File: src/rtl/wb_periph_mux.sv
// wb_periph_mux: single-master Wishbone decoder to pinmux (s0) and I2C target (s1); terminates misses/timeouts itself.
// Define WB_MUX_ERR_STATUS_EN to add m_err_o, err_cnt_o and last_err_addr_o.
module wb_periph_mux #(
   parameter int unsigned          ADDR_W      = 32,
   parameter int unsigned          DATA_W      = 32,
   parameter logic [ADDR_W-1:0]    S0_BASE     = 32'h0000_1000,
   parameter logic [ADDR_W-1:0]    S1_BASE     = 32'h0000_2000,
   parameter logic [ADDR_W-1:0]    ADDR_MASK   = 32'h000F_F000,
   parameter int unsigned          TIMEOUT_CYC = 16,
   parameter logic [DATA_W-1:0]    ERR_DATA    = 32'hDEAD_BEEF
) (
   input  logic                  clk_i,
   input  logic                  rst_ni,
   input  logic [ADDR_W-1:0]     m_addr_i,
   input  logic [DATA_W-1:0]     m_data_i,
   output logic [DATA_W-1:0]     m_data_o,
   input  logic                  m_wr_en_i,
   input  logic [DATA_W/8-1:0]   m_byte_en_i,
   input  logic                  m_stb_i,
   input  logic                  m_cyc_i,
   output logic                  m_ack_o,
`ifdef WB_MUX_ERR_STATUS_EN
   output logic                  m_err_o,
   output logic [7:0]            err_cnt_o,
   output logic [ADDR_W-1:0]     last_err_addr_o,
`endif
   output logic [ADDR_W-1:0]     s_addr_o,
   output logic [DATA_W-1:0]     s_data_o,
   output logic                  s_wr_en_o,
   output logic [DATA_W/8-1:0]   s_byte_en_o,
   output logic                  s0_cyc_o,
   output logic                  s0_stb_o,
   input  logic [DATA_W-1:0]     s0_data_i,
   input  logic                  s0_ack_i,
   output logic                  s1_cyc_o,
   output logic                  s1_stb_o,
   input  logic [DATA_W-1:0]     s1_data_i,
   input  logic                  s1_ack_i
);
   localparam int unsigned CW = (TIMEOUT_CYC > 2) ? $clog2(TIMEOUT_CYC) : 1;
   localparam logic [CW-1:0] C_LAST = CW'(TIMEOUT_CYC - 1);

   typedef enum logic [1:0] {IDLE, ACTIVE, RESP} state_t;

   state_t        r_state;
   logic [CW-1:0] r_cnt;
   logic          r_sel;
   logic          w_hit0, w_hit1, w_ack, w_tmo;

   assign w_hit0 = (m_addr_i & ADDR_MASK) == S0_BASE;
   assign w_hit1 = (m_addr_i & ADDR_MASK) == S1_BASE;
   assign w_ack  = r_sel ? s1_ack_i : s0_ack_i;
   assign w_tmo  = m_cyc_i && !w_ack && r_cnt == C_LAST;

   always_ff @(posedge clk_i or negedge rst_ni) begin
      if (!rst_ni) begin
         r_state <= IDLE;
         r_cnt <= '0;
         r_sel <= 1'b0;
         m_data_o <= '0;
         m_ack_o <= 1'b0;
         s_addr_o <= '0;
         s_data_o <= '0;
         s_wr_en_o <= 1'b0;
         s_byte_en_o <= '0;
         {s0_cyc_o, s0_stb_o, s1_cyc_o, s1_stb_o} <= '0;
      end else begin
         case (r_state)
            IDLE: if (m_cyc_i && m_stb_i) begin
               s_addr_o <= m_addr_i;
               s_data_o <= m_data_i;
               s_wr_en_o <= m_wr_en_i;
               s_byte_en_o <= m_byte_en_i;
               r_cnt <= '0;
               if (w_hit0 || w_hit1) begin
                  r_sel <= !w_hit0;
                  {s0_cyc_o, s0_stb_o} <= {2{w_hit0}};
                  {s1_cyc_o, s1_stb_o} <= {2{!w_hit0}};
                  r_state <= ACTIVE;
               end else begin
                  m_data_o <= ERR_DATA;
                  r_state <= RESP;
               end
            end
            ACTIVE: begin
               r_cnt <= r_cnt + 1'b1;
               if (!m_cyc_i || w_ack || w_tmo)
                  {s0_cyc_o, s0_stb_o, s1_cyc_o, s1_stb_o} <= '0;
               if (!m_cyc_i) begin
                  r_state <= IDLE;
               end else if (w_ack || w_tmo) begin
                  m_data_o <= w_ack ? (r_sel ? s1_data_i : s0_data_i) : ERR_DATA;
                  m_ack_o <= 1'b1;
                  r_state <= RESP;
               end
            end
            RESP: begin
               // A miss enters RESP with ack low, so it raises ack one cycle later.
               m_ack_o <= !m_ack_o;
               if (m_ack_o) r_state <= IDLE;
            end
            default: r_state <= IDLE;
         endcase
      end
   end

`ifdef WB_MUX_ERR_STATUS_EN
   logic w_err_evt;

   assign w_err_evt = (r_state == IDLE && m_cyc_i && m_stb_i && !w_hit0 && !w_hit1) ||
                      (r_state == ACTIVE && w_tmo);

   always_ff @(posedge clk_i or negedge rst_ni) begin
      if (!rst_ni) begin
         m_err_o <= 1'b0;
         err_cnt_o <= '0;
         last_err_addr_o <= '0;
      end else begin
         m_err_o <= (r_state == RESP && !m_ack_o) || (r_state == ACTIVE && w_tmo);
         if (w_err_evt) begin
            if (err_cnt_o != 8'hFF) err_cnt_o <= err_cnt_o + 1'b1;
            last_err_addr_o <= (r_state == IDLE) ? m_addr_i : s_addr_o;
         end
      end
   end
`endif
endmodule

File: config.mk
export PLATFORM = sky130hd
export DESIGN_NAME = wb_periph_mux
export DESIGN_NICKNAME = d
export VERILOG_FILES = /design/src/rtl/wb_periph_mux.sv
export SDC_FILE = /design/constraint.sdc
export NUM_CORES = 1
export LEC_CHECK = 0
export CAP_MARGIN = 20
export CORE_ASPECT_RATIO = 1.25
export CORE_UTILIZATION = 35
export CTS_BUF_LIST = sky130_fd_sc_hd__clkbuf_8 sky130_fd_sc_hd__clkbuf_16
export CTS_CLUSTER_SIZE = 8
export DETAILED_ROUTE_END_ITERATION = 8
export PLACE_DENSITY_LB_ADDON = 0.3
export REMOVE_ABC_BUFFERS = 1
export SYNTH_ARGS = -nofsm -noshare
export SYNTH_HDL_FRONTEND = slang
export SYNTH_SLANG_ARGS = --single-unit
File: constraint.sdc
create_clock -name clk_i -period 2.2 [get_ports clk_i]
set_input_delay 0.55 -clock clk_i [delete_from_list [all_inputs] [get_ports clk_i]]
set_output_delay 0.55 -clock clk_i [all_outputs]
set_load 0.1 [all_outputs]
[Word level (Yosys, flattened, before mapping)]
Cells that the tools add are included.
Storage, ports and cells
  register bits after elaboration: 111
  logic and storage cells: 72
  output and inout bits: 106
  input port bits: 139
Operators by class
  multiplexer cells: 26
  equal/unequal tests: 13
  $add $sub $neg: 1
  reduce and logical (&&, ||, !) cells: 21
Operators by type and width (count)
  two-way mux 32 bit: 6
  case mux 32 bit (2 select lines): 1
  inequality test 2 bit, second input constant: 7
  two-way mux 2 bit: 5
  AND reduction 3 bit: 3
  equality test 8 x 1 -> 1 bit, second input constant: 1
  equality test 8 x 2 -> 1 bit, second input constant: 1
  two-way mux 1 bit: 8
  case mux 4 bit (2 select lines): 1
  case mux 1 bit (2 select lines): 3
  case mux 2 bit (3 select lines): 1
  AND reduction 5 bit: 1
  adder 4 x 1 -> 4 bit, second input constant: 1
  equality test 4 bit, second input constant: 1
  logical NOT 1 bit: 4
  logical OR 1 bit: 4
  two-way mux 4 bit: 1
  AND reduction 2 bit: 2
  AND reduction 4 bit: 1
  nonzero test 2 bit: 2
  logical AND 1 bit: 3
  inequality test 3 bit, second input constant: 1
  equality test 2 x 1 -> 1 bit, second input constant: 1
  equality test 2 bit, second input constant: 1
  logical NOT 2 bit: 1

[Depth between registers and ports, before layout]
Gate-level depths: netlist of run 1.
  depth after elaboration: 8
  depth in mapped cells: 6
  gate-level depth less buffers: 5

[Worst setup path before layout of run 1]
Ideal clock, no wire load.
  kind: reg2out
  from: register s0_stb_o
  to: output s0_stb_o
  data required time: 1.650 ns
  buffers on the path: 1
  path slack: 0.310 ns
  arrival time: 1.340 ns
  stages on the path, launching flop included: 2
  cell sequence: dfrtp_1 > buf_4
RTL lines
  from (decl): RTL line 32  | output logic s0_stb_o,
  from (signal assigned): RTL line 77  | {s0_cyc_o, s0_stb_o} <= {2{w_hit0}};
No word-level cell between the ends.

[Worst setup path after layout of run 1]
  from: input m_addr_i[13]
  to: register m_data_o[26]
Between the ends
  word-level cells in the longest chain between the ends: 4
  elaborated cells on any way between the ends: 5
  classes of those cells: eq/ne: 3; reduce/logical: 2
Ends and longest elaborated chain
  from (decl): RTL line 14  | input logic [ADDR_W-1:0] m_addr_i,
  equality test 8 x 1 -> 1 bit or equality test 8 x 2 -> 1 bit (tied branches): RTL line 50, 51
  logical OR 1 bit *: RTL line 75  | if (w_hit0 || w_hit1) begin
  inequality test 2 bit (no source line) *
  AND reduction 5 bit (no source line) *
  to (signal assigned): RTL line 92  | m_data_o <= w_ack ? (r_sel ? s1_data_i : s0_data_i) : ERR_DATA;
  to (decl): RTL line 16  | output logic [DATA_W-1:0] m_data_o,
Mark *: on every way between the ends. The rest lies on a longest branch, timed or not.
A chain may end at the register's enable or synchronous reset.

==> results of run 1 <==
## cells in the mapped netlist
| library cell | instances |
|---|---|
| o2bb2ai_1 | 9 |
| a21o_4 | 1 |
| nand3_2 | 1 |
| o21ai_0 | 4 |
| mux2_2 | 69 |
| nor3_1 | 2 |
| ha_1 | 1 |
| o31ai_1 | 1 |
| and2_1 | 1 |
| inv_1 | 3 |
| a2bb2oi_2 | 2 |
| a32o_1 | 1 |
| clkbuf_1 | 2 |
| mux2i_2 | 1 |
| nand3_1 | 4 |
| mux2i_1 | 33 |
| xor2_1 | 1 |
| a2bb2oi_1 | 22 |
| a21oi_1 | 2 |
| a22o_1 | 1 |
| dfrtp_1 | 111 |
| a41o_2 | 1 |
| nand2_1 | 8 |
| buf_4 | 11 |
| or2_2 | 1 |
| nand3b_1 | 1 |
| nor2_1 | 2 |
| nand4_1 | 2 |
| buf_1 | 1 |
| and4bb_2 | 1 |
| nor4_4 | 1 |
| buf_6 | 3 |
| o211ai_1 | 2 |
| or3_1 | 1 |
| a31oi_1 | 1 |
| a21oi_2 | 1 |
| a21o_1 | 1 |
| buf_2 | 3 |
## layer usage
metal  vias up  GRT usage  part of all wire
li1       1652          -                 -
met1      1761      0.199              0.38
met2       170      0.324              0.52
met3        18     0.0635             0.085
met4         0     0.0638             0.018
met5         -          0                 0
## final cells by class
type	count	area [um2]
fill	1061	5480
sequential	111	2780
timing repair buffer	256	2310
multi-input combinational	179	1720
clock buffer	10	239
tap	168	210
clock inverter	6	85.1
inverter	3	11.3
## final timing paths
check / startpoint / endpoint / slack [ns] / cells after the start
setup / recovery: m_addr_i[13] / m_data_o[26]$_DFFE_PN0P_ / 0.35 / 5
hold / removal: rst_ni / s_addr_o[19]$_DFFE_PN0P_ / 0.13 / 1
setup reg to reg: r_state[0]$_DFFE_PN0P_ / s0_stb_o$_DFFE_PN0P_ / 0.51 / 5
hold reg to reg: m_data_o[22]$_DFFE_PN0P_ / m_data_o[22]$_DFFE_PN0P_ / 0.49 / 1
max in group asynchronous: rst_ni / r_sel$_DFFE_PN0P_ / 1.42 / 2
min in group clk_i: m_data_o[22]$_DFFE_PN0P_ / m_data_o[22]$_DFFE_PN0P_ / 0.49 / 1
## logic make-up (layout without fill, tap and decap cells)
family,count (synthesis),in the layout,synth area share
compound gates,49,49,0.0908
flops,111,111,0.598
buf+inv,23,275,0.0331
fa+ha+maj,1,1,0.00269
simple gates,25,25,0.0323
xor+xnor,1,1,0.00189
mux,103,103,0.241
## power by group through the flow
| stage | clock network (mW) | registers [mW] | logic [mW] |
|---|---|---|---|
| detailed placement | 0 | 3.10 | 7.38 |
| global placement | 0 | 3.06 | 7.33 |
| floorplan | 0 | 7.88 | 0.826 |
| global route | 1.88 | 3.17 | 7.49 |
| finish | 1.74 | 3.07 | 7.34 |
| CTS | 1.80 | 3.08 | 7.39 |
## stage by stage
step,std cells,TNS (ns),area [um2],hold slack [ns],util
2_1_floorplan,293,-15.51,4500,0.254,-
3_3_place_gp,717,0,7030,0.475,0.548
3_5_place_dp,717,-0.000251,7030,0.476,0.548
4_1_cts,733,0,7360,0.125,0.573
5_1_grt,733,0,7360,0.134,0.573
6_report,733,0,7360,0.125,0.573
## critical path: cells and delay by family
kind	cells	cell delay (ns)
buffers and inverters	1	0.53
AO/OA/AOI/OAI	2	0.51
XOR/XNOR	1	0.31
AND/OR/NAND/NOR	1	0.17
## flip-flops by register name, indices dropped and copies added (netlist names), 2 cells and up
signal	flops
m_data_o	32
s_byte_en_o	4
s_addr_o	32
r_state	2
r_cnt	4
s_data_o	32
==> flow_metrics.tcl, run 1 <==
set metrics [dict create \
    critPathSlowestCell "clkdlybuf4s50_1" \
    worst_clock_skew_ns 0.00526 \
    numClockSinks 111 \
    n_antenna_cell 0 \
    synth.distinct_cells 38 \
    wire_length_of_the_first_global_routing_pass_mm 19.1 \
    cts.repair.resized 0 \
    switching_share 0.556 \
    clkSlewWorstSetupHoldPaths_ns 0.07 \
    synth_cells 313 \
    synth_area_leader_cell "dfrtp_1" \
    final_layout_size_suffix_gt1_frac 0.379 \
    overall_power_after_layout_mw 12.1 \
    viasPerCell 4.91 \
    power.internal_mw 5.40 \
    clock.fmax_ghz 0.539 \
    post_detailed_route_count_of_antenna_violating_nets 0 \
    grt.total_usage 0.180 \
    timing_hold_violations_final 0 \
    routed-via-count 3601 \
    cts-buffers-inserted 9 \
    cts.repair_timing.setup_buffer_count 0 \
    portBuffers 244 \
    drc_errors 0 \
    cp_max_fo 24 \
    die_w_um 105 \
    total_leakage_power_nw 3.33 \
    post-route-min-period_ns 1.85 \
    cp_data_arrival_time_ns 2.08 \
    cts_tree "yes" \
    netSwitchingPower_mw 6.75 \
    mostFrequentLayoutCell "clkdlybuf4s50_1" \
    pwr-share-seq 0.252 \
    worst_skew_pair.late_latency_ns 0.34 \
    cts_hold_buf 0 \
    chip_height_um 131 \
    globalRouteOverflowTotal 0 \
    critical_path.max_stage_delay_ns 0.53 \
    areaGrowthSynthToFinish_pct 58.4 \
    top_level_ports 245 \
    number_of_global_route_vias_before_repair 3668 \
    clock-root-buffer "clkbuf_16" \
    ctsLongestPathBuffers 2 \
    die_area_um2 13700 \
    most-common-layout-cells "clkdlybuf4s50_1, buf_4, dfrtp_1, mux2_2, mux2i_1" \
    post-synth-top-area-fraction 0.598 \
    gp_congestion 0.744 \
    criticalPathCategory "primary input to flip-flop" \
    place_hpwl_mm 9.51 \
    timing.critical_path.cells "clkdlybuf4s50_1, xor2_1, nand3_2, a21o_4, a2bb2oi_1" \
    grt_max_degree 64 \
    setup_viol 0 \
    crit_path_start_kind "primary input" \
    fin_nets 700 \
    combPwrFrac 0.604 \
    route.final.wire_length_mm 12.5 \
    cp.required_ns 2.43 \
    drt_pre_antenna_iters 4 \
    fin_ws_ns 0.346 \
    layout_worst_path_cycle_share 0.843 \
    avgRoutedWirePerCell_um 17.0 \
    mean_syn_cell_area_um2 14.8 \
    ys_seq_elements 111 \
    ir_drop_mv 1.12 \
    initialDrtViolationCount 149 \
    clkPwrFrac 0.143 \
    htreeDepth 3 \
    synth_seq_area_share 0.598 \
    power_density_nw_per_um2 1650 \
    yosys_warnings 0 \
    holdCritPathClass "primary input to asynchronous set/reset pin" \
    ys_top_cells_by_area "dfrtp_1, mux2_2, mux2i_1" \
    outcome "completed" \
    rsz0062_at_grt "false" \
    placementRows 46 \
    worstMarginPinSlew_ns 0.539 \
    slew_violations 0 \
    worst_slew_margin_rel 0.641 \
    grt_antenna_before_repair 0 \
    design.core.area_um2 12800 \
    worstSetupEndpointType "flip-flop" \
    initial_core_util 0.362 \
    synth_area_um2 4650 \
    dp_worst_setup_slack_ns -0.000251 \
    max_capacitance_violation_count 0 \
]
No activity file was read; power rests on OpenSTA's default activity.
==> run 2, diff against run 1 <==
==> constraint.sdc (replaced) <==
create_clock -name clk_i -period 1.5 [get_ports clk_i]
set_input_delay 0.375 -clock clk_i [delete_from_list [all_inputs] [get_ports clk_i]]
set_output_delay 0.375 -clock clk_i [all_outputs]
set_load 0.1 [all_outputs]
==> run 2 against run 1 <==
Net effect:
- the run now ends with setup timing left
- clock power rose by 47%
- critical path type is now flip-flop to flip-flop
- combinational power is 89% higher
- die area stayed put
- routed wire length rose by 27%
- via count is 5.8% higher
- critical endpoint is now s_data_o[16]$_DFFE_PN0P_
- register-to-register slack worse by 0.56 ns
- highest routed layer unchanged
- sequential share of layout area fell by 8.2 points
==> flow_metrics.tcl, run 2 (synthesis gave the netlist of run 1 again) <==
set metrics [dict create \
    rsz0062_at_grt "true" \
    globalRouteOverflowTotal 0 \
    cp_data_arrival_time_ns 1.79 \
    cts-buffers-inserted 9 \
    layout_worst_path_cycle_share 1.03 \
    n_antenna_cell 0 \
    ctsLongestPathBuffers 2 \
    timing_hold_violations_final 0 \
    grt_antenna_before_repair 0 \
    top_level_ports 245 \
    place_hpwl_mm 10.4 \
    grt.total_usage 0.210 \
    setup_viol 55 \
    worst_slew_margin_rel 0.738 \
    post-route-min-period_ns 1.55 \
    max_capacitance_violation_count 0 \
    total_leakage_power_nw 4.19 \
    violations "setup timing" \
    avgRoutedWirePerCell_um 20.8 \
    cp_max_fo 9 \
    clock-root-buffer "clkbuf_16" \
    cts_tree "yes" \
    die_w_um 105 \
    viasPerCell 5.01 \
    design.core.area_um2 12800 \
    worst_skew_pair.late_latency_ns 0.34 \
    placementRows 46 \
    criticalPathCategory "flip-flop to flip-flop" \
    fin_nets 728 \
    gp_congestion 0.792 \
    holdCritPathClass "primary input to asynchronous set/reset pin" \
    initialDrtViolationCount 109 \
    post-place-cells 724 \
    route.final.wire_length_mm 15.9 \
    worst_clock_skew_ns 0.00525 \
    overall_power_after_layout_mw 21.5 \
    clock.fmax_ghz 0.645 \
    cp.required_ns 1.73 \
    slew_violations 0 \
    htreeDepth 3 \
    portBuffers 244 \
    clkSlewWorstSetupHoldPaths_ns 0.08 \
    areaGrowthSynthToFinish_pct 103 \
    final_layout_size_suffix_gt1_frac 0.460 \
    drc_errors 0 \
    number_of_global_route_vias_before_repair 4055 \
    power_density_nw_per_um2 2290 \
    worstMarginPinSlew_ns 0.381 \
    n_fill_cell 791 \
    critical_path.max_stage_delay_ns 0.39 \
    critPathSlowestCell "dfrtp_1" \
    initial_core_util 0.362 \
    number_of_buffers_and_inverters_on_the_critical_path 2 \
    worstSetupEndpointType "flip-flop" \
    numClockSinks 111 \
    ir_drop_mv 1.91 \
    stdcell_count 761 \
    wire_length_of_the_first_global_routing_pass_mm 21.9 \
    chip_height_um 131 \
    die_area_um2 13700 \
    routed-via-count 3811 \
    cts_hold_buf 0 \
    cpLargestDelayFamily "flip-flops" \
    timing.critical_path.cells "and4bb_4, buf_12, clkbuf_16, mux2_2" \
    crit_path_start_kind "flip-flop" \
    fin_ws_ns -0.0513 \
    mostFrequentLayoutCell "clkdlybuf4s50_1" \
    outcome "finished, violations left" \
    largestRegisters "m_data_o (32), s_addr_o (32), s_data_o (32)" \
    most-common-layout-cells "clkdlybuf4s50_1, buf_12, dfrtp_1, mux2_2, mux2i_1" \
    drt_pre_antenna_iters 4 \
    grt_max_degree 61 \
    post_detailed_route_count_of_antenna_violating_nets 0 \
]
[run 2: cell count changes in the layout (fill, tap and decap cells not counted), moves of 15 or more]
cell       change
buf_4        -101
buf_12       +109
mux2_2        -30
a2bb2oi_2     +15
a2bb2oi_1     -15
mux2_4        +30
[run 2: final timing paths]
kind,depth (start not counted),slack (ns),to,from
worst min-delay path,2,0.02,s_addr_o[18]$_DFFE_PN0P_,rst_ni
worst max-delay path,4,-0.05,s_data_o[16]$_DFFE_PN0P_,r_state[0]$_DFFE_PN0P_
max in group asynchronous,2,1.19,s_addr_o[20]$_DFFE_PN0P_,rst_ni
min in group clk_i,2,0.49,s_addr_o[16]$_DFFE_PN0P_,m_addr_i[16]
worst min register to register,1,0.56,r_cnt[1]$_DFFE_PN0P_,r_cnt[1]$_DFFE_PN0P_
worst max register to register,4,-0.05,s_data_o[16]$_DFFE_PN0P_,r_state[0]$_DFFE_PN0P_
[run 2: final cells by class]
class	count	area [um2]	share of cell area
clock inverters	7	97.6	0.0104
flip-flops and latches	111	2780	0.295
multi-input cells	182	2080	0.221
well taps	168	210	0.0223
clock buffers	9	225	0.0239
inverters	3	15.0	0.00160
repair buffers	281	4000	0.425
[run 2: routing by layer]
metal,track usage,part of all wire,vias to the layer above
met5,0,0,-
met4,0.0655,0.011,0
met3,0.0675,0.071,17
met2,0.399,0.54,171
met1,0.222,0.37,1915
li1,-,-,1708
[run 2: power by group]
part           total [mW]  switching [mW]  internal, mW
clock network        2.56            1.09          1.47
logic                13.9            8.56          5.37
registers            5.04            1.08          3.97
[run 2: timing repair]
| action | in CTS | in global routing |
|---|---|---|
| resized for setup | 31 | 60 |
| endpoints found under the setup margin | 105 | 102 |
| setup buffers | 5 | 5 |
| cloned | 5 | 8 |
| pin swaps | 8 | 6 |
[run 2: stage by stage]
| stage | setup slack (ns) | utilization | hold slack, ns | TNS [ns] | instance area [um2] |
|---|---|---|---|---|---|
| 2_1_floorplan | -1.18 | - | 0.0794 | -88.51 | 4500 |
| 3_3_place_gp | -0.462 | 0.657 | 0.395 | -42.56 | 8440 |
| 3_5_place_dp | -0.519 | 0.657 | 0.408 | -45.57 | 8440 |
| 4_1_cts | -0.0418 | 0.701 | 0.0325 | -1.38 | 8990 |
| 5_1_grt | -0.0847 | 0.733 | 0.0330 | -3.82 | 9410 |
| 6_report | -0.0513 | 0.733 | 0.0198 | -1.18 | 9410 |
==> run 3, diff against run 2 <==
--- a/config.mk
+++ b/config.mk
@@ -5,11 +5,10 @@
 export SDC_FILE = /design/constraint.sdc
 export NUM_CORES = 1
 export LEC_CHECK = 0
-export CAP_MARGIN = 20
+export CAP_MARGIN = 15
 export CORE_ASPECT_RATIO = 1.25
 export CORE_UTILIZATION = 35
 export CTS_BUF_LIST = sky130_fd_sc_hd__clkbuf_8 sky130_fd_sc_hd__clkbuf_16
-export CTS_CLUSTER_SIZE = 8
 export DETAILED_ROUTE_END_ITERATION = 8
 export PLACE_DENSITY_LB_ADDON = 0.3
 export REMOVE_ABC_BUFFERS = 1
==> results of run 3 <==
Same layout as run 2: the final DEF is identical, and so are final timing and power.
